==> src/rtl/sw_traceback_pkg.sv <==
// sw_pkg: shared constants and types for the Smith-Waterman traceback engine.
//   - default matrix/read/reference dimensions and score constants
//   - op-code, base, move and FSM state encodings
package sw_pkg;

  localparam int READ_MAX_LENGTH = 128;
  localparam int REF_MAX_LENGTH  = 128;
  localparam int SCORE_W         = 10;
  localparam int MATCH_SCORE     = 2;
  localparam int MISMATCH_SCORE  = -1;
  localparam int GAP_SCORE       = -1;

  typedef enum logic [1:0] {
    OP_MATCH    = 2'd0,
    OP_MISMATCH = 2'd1,
    OP_INS      = 2'd2,
    OP_DEL      = 2'd3
  } op_t;

  typedef enum logic [1:0] {
    BASE_A = 2'd0,
    BASE_C = 2'd1,
    BASE_G = 2'd2,
    BASE_T = 2'd3
  } base_t;

  typedef enum logic [1:0] {
    MV_DIAG = 2'd0,
    MV_UP   = 2'd1,
    MV_LEFT = 2'd2,
    MV_NONE = 2'd3
  } move_t;

  typedef enum logic [3:0] {
    S_IDLE,
    S_CUR_RD,
    S_CUR_CAP,
    S_RD_DIAG,
    S_RD_UP,
    S_RD_LEFT,
    S_CAP_LEFT,
    S_EMIT,
    S_DONE
  } state_t;

endpackage

==> src/rtl/sw_traceback_decide.sv <==
// sw_tb_decide: combinational predecessor selection for one traceback step.
//   cur/diag/up/left : unsigned stored scores of the current cell and neighbours
//   read_base/ref_base : bases at the current row/column
//   op_code : MATCH/MISMATCH/INS/DEL, move : which neighbour produced cur
//   err : no neighbour is consistent with cur
module sw_tb_decide #(
  parameter int SCORE_W  = sw_pkg::SCORE_W,
  parameter int MATCH    = sw_pkg::MATCH_SCORE,
  parameter int MISMATCH = sw_pkg::MISMATCH_SCORE,
  parameter int GAP      = sw_pkg::GAP_SCORE
) (
  input  logic [SCORE_W-1:0] cur,
  input  logic [SCORE_W-1:0] diag,
  input  logic [SCORE_W-1:0] up,
  input  logic [SCORE_W-1:0] left,
  input  logic [1:0]         read_base,
  input  logic [1:0]         ref_base,
  output logic [1:0]         op_code,
  output logic [1:0]         move,
  output logic               err
);
  import sw_pkg::*;

  // Two extra bits: one for sign, one so score+constant cannot wrap.
  localparam int AW = SCORE_W + 2;

  logic signed [AW-1:0] cur_s, diag_s, up_s, left_s, sub_s, gap_s;
  logic                 same;

  always_comb begin
    same   = (read_base == ref_base);
    cur_s  = $signed({2'b00, cur});
    diag_s = $signed({2'b00, diag});
    up_s   = $signed({2'b00, up});
    left_s = $signed({2'b00, left});
    sub_s  = same ? AW'(MATCH) : AW'(MISMATCH);
    gap_s  = AW'(GAP);

    op_code = OP_MATCH;
    move    = MV_NONE;
    err     = 1'b0;
    if (diag_s + sub_s == cur_s) begin
      op_code = same ? OP_MATCH : OP_MISMATCH;
      move    = MV_DIAG;
    end else if (up_s + gap_s == cur_s) begin
      op_code = OP_INS;
      move    = MV_UP;
    end else if (left_s + gap_s == cur_s) begin
      op_code = OP_DEL;
      move    = MV_LEFT;
    end else begin
      err = 1'b1;
    end
  end

endmodule

==> src/rtl/sw_traceback.sv <==
// sw_traceback: walks the stored Smith-Waterman score matrix back from the best
// cell and streams alignment ops (end to start) over valid/ready.
//   i_clk/i_rst          : clock, synchronous active-high reset
//   i_start, i_max_i/j   : start pulse and end cell of the alignment
//   i_read_seq/i_ref_seq : packed 2-bit bases, base k at [2(k-1)+:2]
//   o_mat_*/i_mat_score  : matrix read port, data one cycle after address
//   o_op_valid/i_op_ready/o_op_code : op stream
//   o_done, o_beg_i/j, o_len, o_err : walk result, valid with o_done
//
// state      | meaning
// S_IDLE     | waiting for i_start
// S_CUR_RD   | address the end cell
// S_CUR_CAP  | capture end-cell score, termination check
// S_RD_DIAG  | address (i-1, j-1)
// S_RD_UP    | address (i-1, j), capture diag
// S_RD_LEFT  | address (i, j-1), capture up
// S_CAP_LEFT | left arrives, pick predecessor
// S_EMIT     | present op until accepted, then advance
// S_DONE     | one-cycle result pulse
module sw_traceback #(
  parameter int READ_MAX_LENGTH = 128,
  parameter int REF_MAX_LENGTH  = 128,
  parameter int SCORE_W         = 10,
  parameter int MATCH           = 2,
  parameter int MISMATCH        = -1,
  parameter int GAP             = -1,
  localparam int IW             = $clog2(READ_MAX_LENGTH) + 1
) (
  input  logic                         i_clk,
  input  logic                         i_rst,
  input  logic                         i_start,
  input  logic [IW-1:0]                i_max_i,
  input  logic [IW-1:0]                i_max_j,
  input  logic [2*READ_MAX_LENGTH-1:0] i_read_seq,
  input  logic [2*REF_MAX_LENGTH-1:0]  i_ref_seq,
  output logic                         o_mat_start,
  output logic [IW-1:0]                o_mat_i,
  output logic [IW-1:0]                o_mat_j,
  output logic                         o_mat_op,
  input  logic [SCORE_W-1:0]           i_mat_score,
  output logic                         o_op_valid,
  input  logic                         i_op_ready,
  output logic [1:0]                   o_op_code,
  output logic                         o_done,
  output logic [IW-1:0]                o_beg_i,
  output logic [IW-1:0]                o_beg_j,
  output logic [8:0]                   o_len,
  output logic                         o_err
);
  import sw_pkg::*;

  localparam int RAW = $clog2(READ_MAX_LENGTH);
  localparam int FAW = $clog2(REF_MAX_LENGTH);

  state_t               state, state_n;
  logic [IW-1:0]        cur_i, cur_j, nxt_i, nxt_j, mat_i, mat_j, beg_i, beg_j;
  logic [SCORE_W-1:0]   cur_score, nxt_score, diag_sc, up_sc;
  logic [1:0]           op_reg, dec_op, dec_move;
  logic                 dec_err, mat_start, err_r;
  logic [8:0]           len;
  logic [RAW-1:0]       ri;
  logic [FAW-1:0]       rj;
  logic [1:0]           read_b, ref_b;
  logic                 term_cap, term_emit;

  // Matrix row/column k holds base k, stored at index k-1 of the sequence.
  assign ri     = RAW'(cur_i - IW'(1));
  assign rj     = FAW'(cur_j - IW'(1));
  assign read_b = i_read_seq[{ri, 1'b0} +: 2];
  assign ref_b  = i_ref_seq[{rj, 1'b0} +: 2];

  // The end-cell score is checked as it arrives, before it is registered.
  assign term_cap  = (i_mat_score == '0) || (cur_i == '0) || (cur_j == '0);
  assign term_emit = (nxt_score == '0) || (nxt_i == '0) || (nxt_j == '0);

  sw_tb_decide #(
    .SCORE_W (SCORE_W),
    .MATCH   (MATCH),
    .MISMATCH(MISMATCH),
    .GAP     (GAP)
  ) u_decide (
    .cur      (cur_score),
    .diag     (diag_sc),
    .up       (up_sc),
    .left     (i_mat_score),
    .read_base(read_b),
    .ref_base (ref_b),
    .op_code  (dec_op),
    .move     (dec_move),
    .err      (dec_err)
  );

  always_ff @(posedge i_clk) begin
    if (i_rst) state <= S_IDLE;
    else       state <= state_n;
  end

  always_comb begin
    state_n = state;
    case (state)
      S_IDLE:     if (i_start) state_n = S_CUR_RD;
      S_CUR_RD:   state_n = S_CUR_CAP;
      S_CUR_CAP:  state_n = term_cap ? S_DONE : S_RD_DIAG;
      S_RD_DIAG:  state_n = S_RD_UP;
      S_RD_UP:    state_n = S_RD_LEFT;
      S_RD_LEFT:  state_n = S_CAP_LEFT;
      S_CAP_LEFT: state_n = dec_err ? S_DONE : S_EMIT;
      S_EMIT:     if (i_op_ready) state_n = term_emit ? S_DONE : S_RD_DIAG;
      S_DONE:     state_n = S_IDLE;
      default:    state_n = S_IDLE;
    endcase
  end

  always_ff @(posedge i_clk) begin
    if (i_rst) begin
      cur_i     <= '0;
      cur_j     <= '0;
      nxt_i     <= '0;
      nxt_j     <= '0;
      cur_score <= '0;
      nxt_score <= '0;
      diag_sc   <= '0;
      up_sc     <= '0;
      op_reg    <= '0;
      mat_i     <= '0;
      mat_j     <= '0;
      mat_start <= 1'b0;
      beg_i     <= '0;
      beg_j     <= '0;
      len       <= '0;
      err_r     <= 1'b0;
    end else begin
      mat_start <= 1'b0;
      // Result cell is latched once, on the way into S_DONE.
      if (state_n == S_DONE && state != S_DONE) begin
        beg_i <= ((state == S_EMIT) ? nxt_i : cur_i) + IW'(1);
        beg_j <= ((state == S_EMIT) ? nxt_j : cur_j) + IW'(1);
      end
      case (state)
        S_IDLE: begin
          if (i_start) begin
            cur_i     <= i_max_i;
            cur_j     <= i_max_j;
            mat_i     <= i_max_i;
            mat_j     <= i_max_j;
            len       <= '0;
            err_r     <= 1'b0;
            mat_start <= 1'b1;
          end
        end
        S_CUR_CAP: begin
          cur_score <= i_mat_score;
          if (!term_cap) begin
            mat_i <= cur_i - IW'(1);
            mat_j <= cur_j - IW'(1);
          end
        end
        S_RD_DIAG: begin
          mat_i <= cur_i - IW'(1);
          mat_j <= cur_j;
        end
        S_RD_UP: begin
          diag_sc <= i_mat_score;
          mat_i   <= cur_i;
          mat_j   <= cur_j - IW'(1);
        end
        S_RD_LEFT: up_sc <= i_mat_score;
        S_CAP_LEFT: begin
          op_reg <= dec_op;
          if (dec_err) err_r <= 1'b1;
          case (dec_move)
            MV_DIAG: begin
              nxt_i     <= cur_i - IW'(1);
              nxt_j     <= cur_j - IW'(1);
              nxt_score <= diag_sc;
            end
            MV_UP: begin
              nxt_i     <= cur_i - IW'(1);
              nxt_j     <= cur_j;
              nxt_score <= up_sc;
            end
            default: begin
              nxt_i     <= cur_i;
              nxt_j     <= cur_j - IW'(1);
              nxt_score <= i_mat_score;
            end
          endcase
        end
        S_EMIT: begin
          if (i_op_ready) begin
            len       <= len + 9'd1;
            cur_i     <= nxt_i;
            cur_j     <= nxt_j;
            cur_score <= nxt_score;
            if (!term_emit) begin
              mat_i <= nxt_i - IW'(1);
              mat_j <= nxt_j - IW'(1);
            end
          end
        end
        default: ;
      endcase
    end
  end

  assign o_mat_start = mat_start;
  assign o_mat_i     = mat_i;
  assign o_mat_j     = mat_j;
  assign o_mat_op    = 1'b0;
  assign o_op_valid  = (state == S_EMIT);
  assign o_op_code   = op_reg;
  assign o_done      = (state == S_DONE);
  assign o_beg_i     = beg_i;
  assign o_beg_j     = beg_j;
  assign o_len       = len;
  assign o_err       = err_r;

endmodule

==> config.mk <==
export PLATFORM = sky130hd
export DESIGN_NAME = sw_traceback
export DESIGN_NICKNAME = d
export VERILOG_FILES = /design/src/rtl/sw_traceback_pkg.sv /design/src/rtl/sw_traceback_decide.sv /design/src/rtl/sw_traceback.sv
export SDC_FILE = /design/constraint.sdc
export NUM_CORES = 1
export LEC_CHECK = 0
export BUFFER_PORTS_ARGS = -buffer_cell sky130_fd_sc_hd__buf_4
export CORE_AREA = 10 10 219 221
export CTS_BUF_LIST = sky130_fd_sc_hd__clkbuf_2 sky130_fd_sc_hd__clkbuf_4 sky130_fd_sc_hd__clkbuf_8
export CTS_CLUSTER_DIAMETER = 120
export DETAILED_ROUTE_END_ITERATION = 6
export DIE_AREA = 0 0 229 231
export RECOVER_POWER = 25
export SLEW_MARGIN = 20
export SYNTH_ARGS = -nofsm -noshare
export SYNTH_HDL_FRONTEND = slang
export SYNTH_SLANG_ARGS = --single-unit
==> constraint.sdc <==
create_clock -name i_clk -period 6 [get_ports i_clk]
set_input_delay 0.3 -clock i_clk [delete_from_list [all_inputs] [get_ports i_clk]]
set_output_delay 0.3 -clock i_clk [all_outputs]
set_load 0.02 [all_outputs]
==> summary.md, run 1 <==
| Metric | Value |
|---|---|
| 1st-pass router iterations | 6 |
| Placer congestion estimate | 1.00 |
| Period utilisation layout | 97.7% |
| Clk_lat worst skew | 0.45 ns |
| Post-synthesis async set-or-reset flop share | 0% |
| Worst-margin pin slew | 1.10 ns |
| M1 GR Usage | 34.8% |
| Design area | 18,200 um^2 |
| Yosys cell types | 73 |
| Post-DP HPWL | 63,900 um |
| Avg Inst Size Synth | 8.94 um^2 |
| Post-synth EDFFs | 0 |
| Die Span X | 229 um |
| Initial antenna violation count | 13 |
| Drt total wl | 76,000 um |
| CP dominant cell by count | buf_4 |
| Vias per Instance | 5.60 |
| First-pass GRT wire length | 105,000 um |
| Area grow syn2layout | 50.4% |
| DRC | 0 |
| Count of final setup violators | 0 |
| Antenna Nets Post-Route | 0 |
| Sequential area share after synthesis | 20.0% |
| Req. time, crit path | 6.34 ns |
| Gr ovfl total | 0 |
| Placed instance count | 2,485 |
| Leakage power | 7.50 nW |
| CTS tree | done |
| Flops & latches, synth | 121 |
| Total GRT Usage | 27.0% |
| I/O pin count | 590 |
| Commonest non-fill, non-tap cell in the layout | buf_4 |
| Maximum vdd drop | 0.430 mV |
| Die Span Y | 231 um |
| Placed Area | 17,400 um^2 |
| Critical Path Start Type | flip-flop |
| Clk slew on worst S/H paths | 0.08 ns |
| Num rows | 77 |
| Grt met2 use | 44.1% |
| Fill cells | 4,495 |
| GRT met3 Usage | 6.71% |
| Most frequent cells in the layout | buf_4, nand2_1, mux4_2 |
| Crit path capture type | flip-flop |
| CP max stage delay | 0.58 ns |
| Number of nets in the layout | 2,496 |
| Pin count of the biggest net entering global routing | 87 |
| Via count | 14,246 |
| Setup TNS | 0 ns |
| Top cells by area, synth | mux4_2, dfxtp_1, nand2_1 |
| Final Hold Viols | 0 |
| Logic gate share of total power | 82.7% |
| P_sw | 5.51 mW |
| Int Power | 5.78 mW |
| Port bufs | 588 |
| Yosys Warn Count | 0 |
| Busiest grt layer | met2 |
| Hold buffers post-CTS | 0 |
| Min-Delay Path Class | in -> reg |
| Cells after Synth | 1,356 |
| CTS max path bufs | 2 |
| PwrDens | 619 nW/um^2 |
| Htree depth | 4 |
| Cts bufs inserted | 17 |
| Slew Limit Headroom | 26.1% |
| Clock power share | 6.5% |
| Setup WS post-layout | 0.137 ns |
| CP Class | reg -> reg |
| Pins Over Slew Limit | 0 |
| Share of layout cells above drive strength 1 | 45.4% |
| Most used DFF post-synth | dfxtp_1 |
| Final Util | 41.7% |
| Crit-path max FO | 17 |
| DIE AREA | 52,900 um^2 |
| Outcome | completed |
| Iteration-0 DRC count of the detailed router | 1,403 |
| Root buf cell | clkbuf_8 |
| Area share of the largest cell type after synthesis | 22.7% |
| Clock tree sinks | 121 |
| Switching share of power | 48.8% |
| Max frequency | 171 MHz |
| CORE AREA | 43,700 um^2 |
| Tmin final | 5.86 ns |
| Vias in the first global route | 14,153 |
| Skew final | 0.0175 ns |
| Wire length per cell | 29.9 um |
| Worst endpoint data arrival time | 6.20 ns |
| Layout Cells excl Fill | 2,542 |
| Seq pwr share | 10.7% |
| Largest area contributor in the netlist | mux4_2 |
| Hold_ws | 0.144 ns |
| Pre-CTS setup slack | -0.226 ns |
| Maxcap violations | 0 |
| Initial Util | 27.7% |
| Tot Pwr | 11.3 mW |
| Slowest cell on the critical path | nor4_1 |
| Syn nets | 1,921 |
| Post-synth design cell area | 12,100 um^2 |
## what timing repair did
| item | CTS | global route |
|---|---|---|
| setup endpoints to repair | 48 | 49 |
| pin swaps | 4 | 28 |
| gates resized for setup | 13 | 62 |
| setup buffers | 5 | 11 |
| cloned | 1 | 2 |
## flip-flops by register name, indices dropped and copies added, names as in the netlist, 9 cells and up
register	cells
cur_score	10
diag_sc	10
nxt_score	10
up_sc	10
o_len	9
## worst max-delay path: cells and delay by family (launching register included)
kind                       cells  cell delay, ns
DFF                            1            0.40
adders and majority gates      2            0.58
AOI/OAI and AO/OA              9            1.28
and+or+nand+nor                5            1.38
buffers and inverters          8            1.31
xor gates and xnor gates       1            0.21
muxes                          3            0.57
## power by group through the flow
stage | Sequential, mW | Combinational [mW] | Clock, mW
global route | 1.23 | 9.92 | 0.775
CTS | 1.20 | 8.23 | 0.744
global placement | 1.21 | 7.88 | 0
floorplan | 1.14 | 5.36 | 0
detailed placement | 1.21 | 7.97 | 0
finish | 1.21 | 9.34 | 0.737
## kinds of logic (layout without fill, tap and decap cells)
family                     count (synthesis)  in the layout  share of synthesized area (%)
and+or+nand+nor                          480            480                           19.2
AOI/OAI and AO/OA                        281            281                           15.8
muxes                                    208            208                           30.3
adders and majority gates                 23             23                           2.37
other                                      1              8                         0.0309
xor gates and xnor gates                  87             87                           6.41
buffers and inverters                    155            742                           5.88
DFF                                      121            121                           20.0
## area by class of cell
| cell class | instances | area, um^2 | share of cell area, % |
|---|---|---|---|
| antenna | 7 | 17.5 | 0.0961 |
| sequential | 121 | 2430 | 13.3 |
| multi-input combinational | 1080 | 9370 | 51.4 |
| inverter | 35 | 135 | 0.741 |
| clock inverter | 9 | 100 | 0.549 |
| timing repair buffer | 676 | 5160 | 28.3 |
| tap | 592 | 741 | 4.06 |
| clock buffer | 22 | 278 | 1.52 |
## worst paths after layout
path,start,to,slack [ns],cells after the start
max,cur_j[0],nxt_j[0],0.14,28
max reg2reg,cur_j[0],nxt_j[0],0.14,28
min reg2reg,o_beg_i[0],o_beg_i[0],0.46,2
min,i_max_j[2],o_mat_j[2],0.14,3
## metal layers
layer / routed length (um) / share of wire [%]
met1: 31200 / 41
met2: 35600 / 47
met3: 7230 / 9.5
met4: 1950 / 2.6
met5: 41 / 0.054
## Yosys cell counts, drive strengths merged, types with 7 or more instances
library cell and count:
a311oi 17, and3 26, xor2 37, dfxtp 121, xnor2 50, a31oi 10, ha 23, a22oi 8
nand2 167, a221oi 8, a21oi 77, nor4 20, and2 15, inv 34, nor4b 7, nand4 18
nor3 35, nor2b 9, or4 10, mux2 42, o21ai 46, clkbuf 73, buf 47, mux4 122
a211oi 34, nand3 42, mux2i 44, o22ai 18, nand2b 13, or3 12, nor2 97, o311ai 9
No activity file was read; power rests on OpenSTA's default activity.
==> inputs of run 2 (changes only) <==
--- a/config.mk
+++ b/config.mk
@@ -13,4 +13,5 @@
 export DIE_AREA = 0 0 229 231
 export RECOVER_POWER = 25
+export SETUP_SLACK_MARGIN = 0.4
 export SLEW_MARGIN = 20
 export SYNTH_ARGS = -nofsm -noshare
==> constraint.sdc (replaced) <==
create_clock -name i_clk -period 6 [get_ports i_clk]
set_input_delay 0.3 -clock i_clk [delete_from_list [all_inputs] [get_ports i_clk]]
set_output_delay 0.3 -clock i_clk [all_outputs]
set_load 0.1 [all_outputs]
==> summary.md, run 2 (synthesized netlist as in run 1, its figures left out) <==
| Metric | Value |
|---|---|
| Crit path capture type | flip-flop |
| M1 GR Usage | 32.6% |
| Antenna Nets Post-Route | 0 |
| Commonest non-fill, non-tap cell in the layout | buf_4 |
| Fill cells | 4,381 |
| Leakage power | 7.74 nW |
| Slew Limit Headroom | 6.89% |
| Pin count of the biggest net entering global routing | 65 |
| Maximum vdd drop | 0.492 mV |
| Req. time, crit path | 6.35 ns |
| CTS tree | done |
| Die Span X | 229 um |
| Grt met2 use | 42.9% |
| RSZ-0062 raised after global routing | yes |
| Initial Util | 27.7% |
| Busiest grt layer | met2 |
| Number of nets in the layout | 2,520 |
| Pins Over Slew Limit | 0 |
| Skew final | 0.0160 ns |
| Clk slew on worst S/H paths | 0.08 ns |
| Layout Cells excl Fill | 2,563 |
| I/O pin count | 590 |
| Setup TNS | 0 ns |
| Hold path depth | 3 |
| FF-to-FF path depth | 25 |
| Max frequency | 177 MHz |
| CP Class | reg -> reg |
| Htree depth | 4 |
| GRT met3 Usage | 5.67% |
| Placer congestion estimate | 0.939 |
| Crit-path max FO | 12 |
| Vias per Instance | 5.52 |
| Critical Path Start Type | flip-flop |
| Drt total wl | 71,200 um |
| CORE AREA | 43,700 um^2 |
| Initial antenna violation count | 12 |
| Period utilisation layout | 94.3% |
| Num rows | 77 |
| Worst-margin pin slew | 1.40 ns |
| Vias in the first global route | 14,610 |
| Die Span Y | 231 um |
| Total GRT Usage | 25.4% |
| Worst endpoint data arrival time | 6.01 ns |
| CTS max path bufs | 2 |
| Iteration-0 DRC count of the detailed router | 1,306 |
| Final Util | 42.8% |
| Tot Pwr | 12.1 mW |
| Root buf cell | clkbuf_8 |
| Final Hold Viols | 0 |
| Min-Delay Path Class | in -> reg |
| Cts bufs inserted | 17 |
| First-pass GRT wire length | 101,000 um |
| Tmin final | 5.66 ns |
| Count of final setup violators | 0 |
| Most frequent cells in the layout | buf_4, nand2_1, mux4_2 |
| Via count | 14,159 |
| Maxcap violations | 0 |
| Area grow syn2layout | 54.7% |
| Placed instance count | 2,491 |
| Clock tree sinks | 121 |
| DIE AREA | 52,900 um^2 |
| Wire length per cell | 27.8 um |
| Share of layout cells above drive strength 1 | 47.1% |
| Port bufs | 588 |
| 1st-pass router iterations | 6 |
| Outcome | completed |
| DRC | 0 |
| PwrDens | 644 nW/um^2 |
| Gr ovfl total | 0 |
| Post-DP HPWL | 58,600 um |
| Clk_lat worst skew | 0.45 ns |
-- run 2: power by group --
| part | switching (mW) | internal [mW] | total [mW] |
|---|---|---|---|
| sequential | 0.251 | 0.965 | 1.22 |
| combinational | 5.32 | 4.69 | 10.0 |
| clock | 0.338 | 0.502 | 0.840 |
-- run 2: final cells by class --
type	instances	area, um^2	share of cell area (%)
antenna	4	10.0	0.0534
clock buffer	23	304	1.62
clock inverter	8	143	0.761
inverter	35	139	0.741
multi-input combinational	1081	9530	50.8
sequential	121	2430	13.0
tap	592	741	3.95
timing repair buffer	699	5450	29.1
-- run 2: metal layers --
| layer | vias to the layer above | part of all wire [%] |
|---|---|---|
| met1 | 6930 | 41 |
| met2 | 771 | 48 |
| met5 | - | 0 |
| met3 | 80 | 8.8 |
| li1 | 6378 | - |
| met4 | 0 | 2.3 |
-- run 2: final timing paths --
kind	slack (ns)	end	from
setup / recovery	0.34	nxt_j[1]	cur_j[0]
hold / removal	0.15	o_mat_j[2]	i_max_j[2]
setup reg to reg	0.34	nxt_j[1]	cur_j[0]
hold reg to reg	0.47	o_beg_i[7]	o_beg_i[7]
-- run 2: what timing repair did --
action                     4_1_cts  5_1_grt
hold buffers                     0        0
gates resized for setup         61       43
pin swaps                       15       20
setup endpoints to repair       49       49
buffers inserted                11       16
cloned                           6        4
-- run 2: metrics by stage --
step	hold WS [ns]	instance area, um^2	setup WS [ns]
floorplan	0.436	12300	0.390
global placement	0.454	17500	-0.241
detailed placement	0.461	17500	-0.268
CTS	0.120	18400	0.202
global route	0.141	18700	0.162
finish	0.150	18700	0.342
-- run 2: worst max-delay path, stage by stage (launching register included) --
cell and delay (ns):
dfxtp_4 0.42, clkinv_4 0.07, ha_4 0.34, buf_12 0.16, mux4_2 0.37, mux4_2 0.52
nor2_4 0.13, o32ai_4 0.11, a211oi_4 0.41, xnor2_2 0.19, nand2_4 0.15, buf_6 0.15
ha_4 0.20, a21boi_2 0.16, o21ai_2 0.15, a31oi_2 0.12, buf_4 0.16, o41ai_4 0.26
buf_4 0.20, xnor2_2 0.07, a2bb2oi_2 0.16, nor2_2 0.07, mux2i_4 0.29, buf_4 0.27
a2111oi_4 0.09, a311o_1 0.33
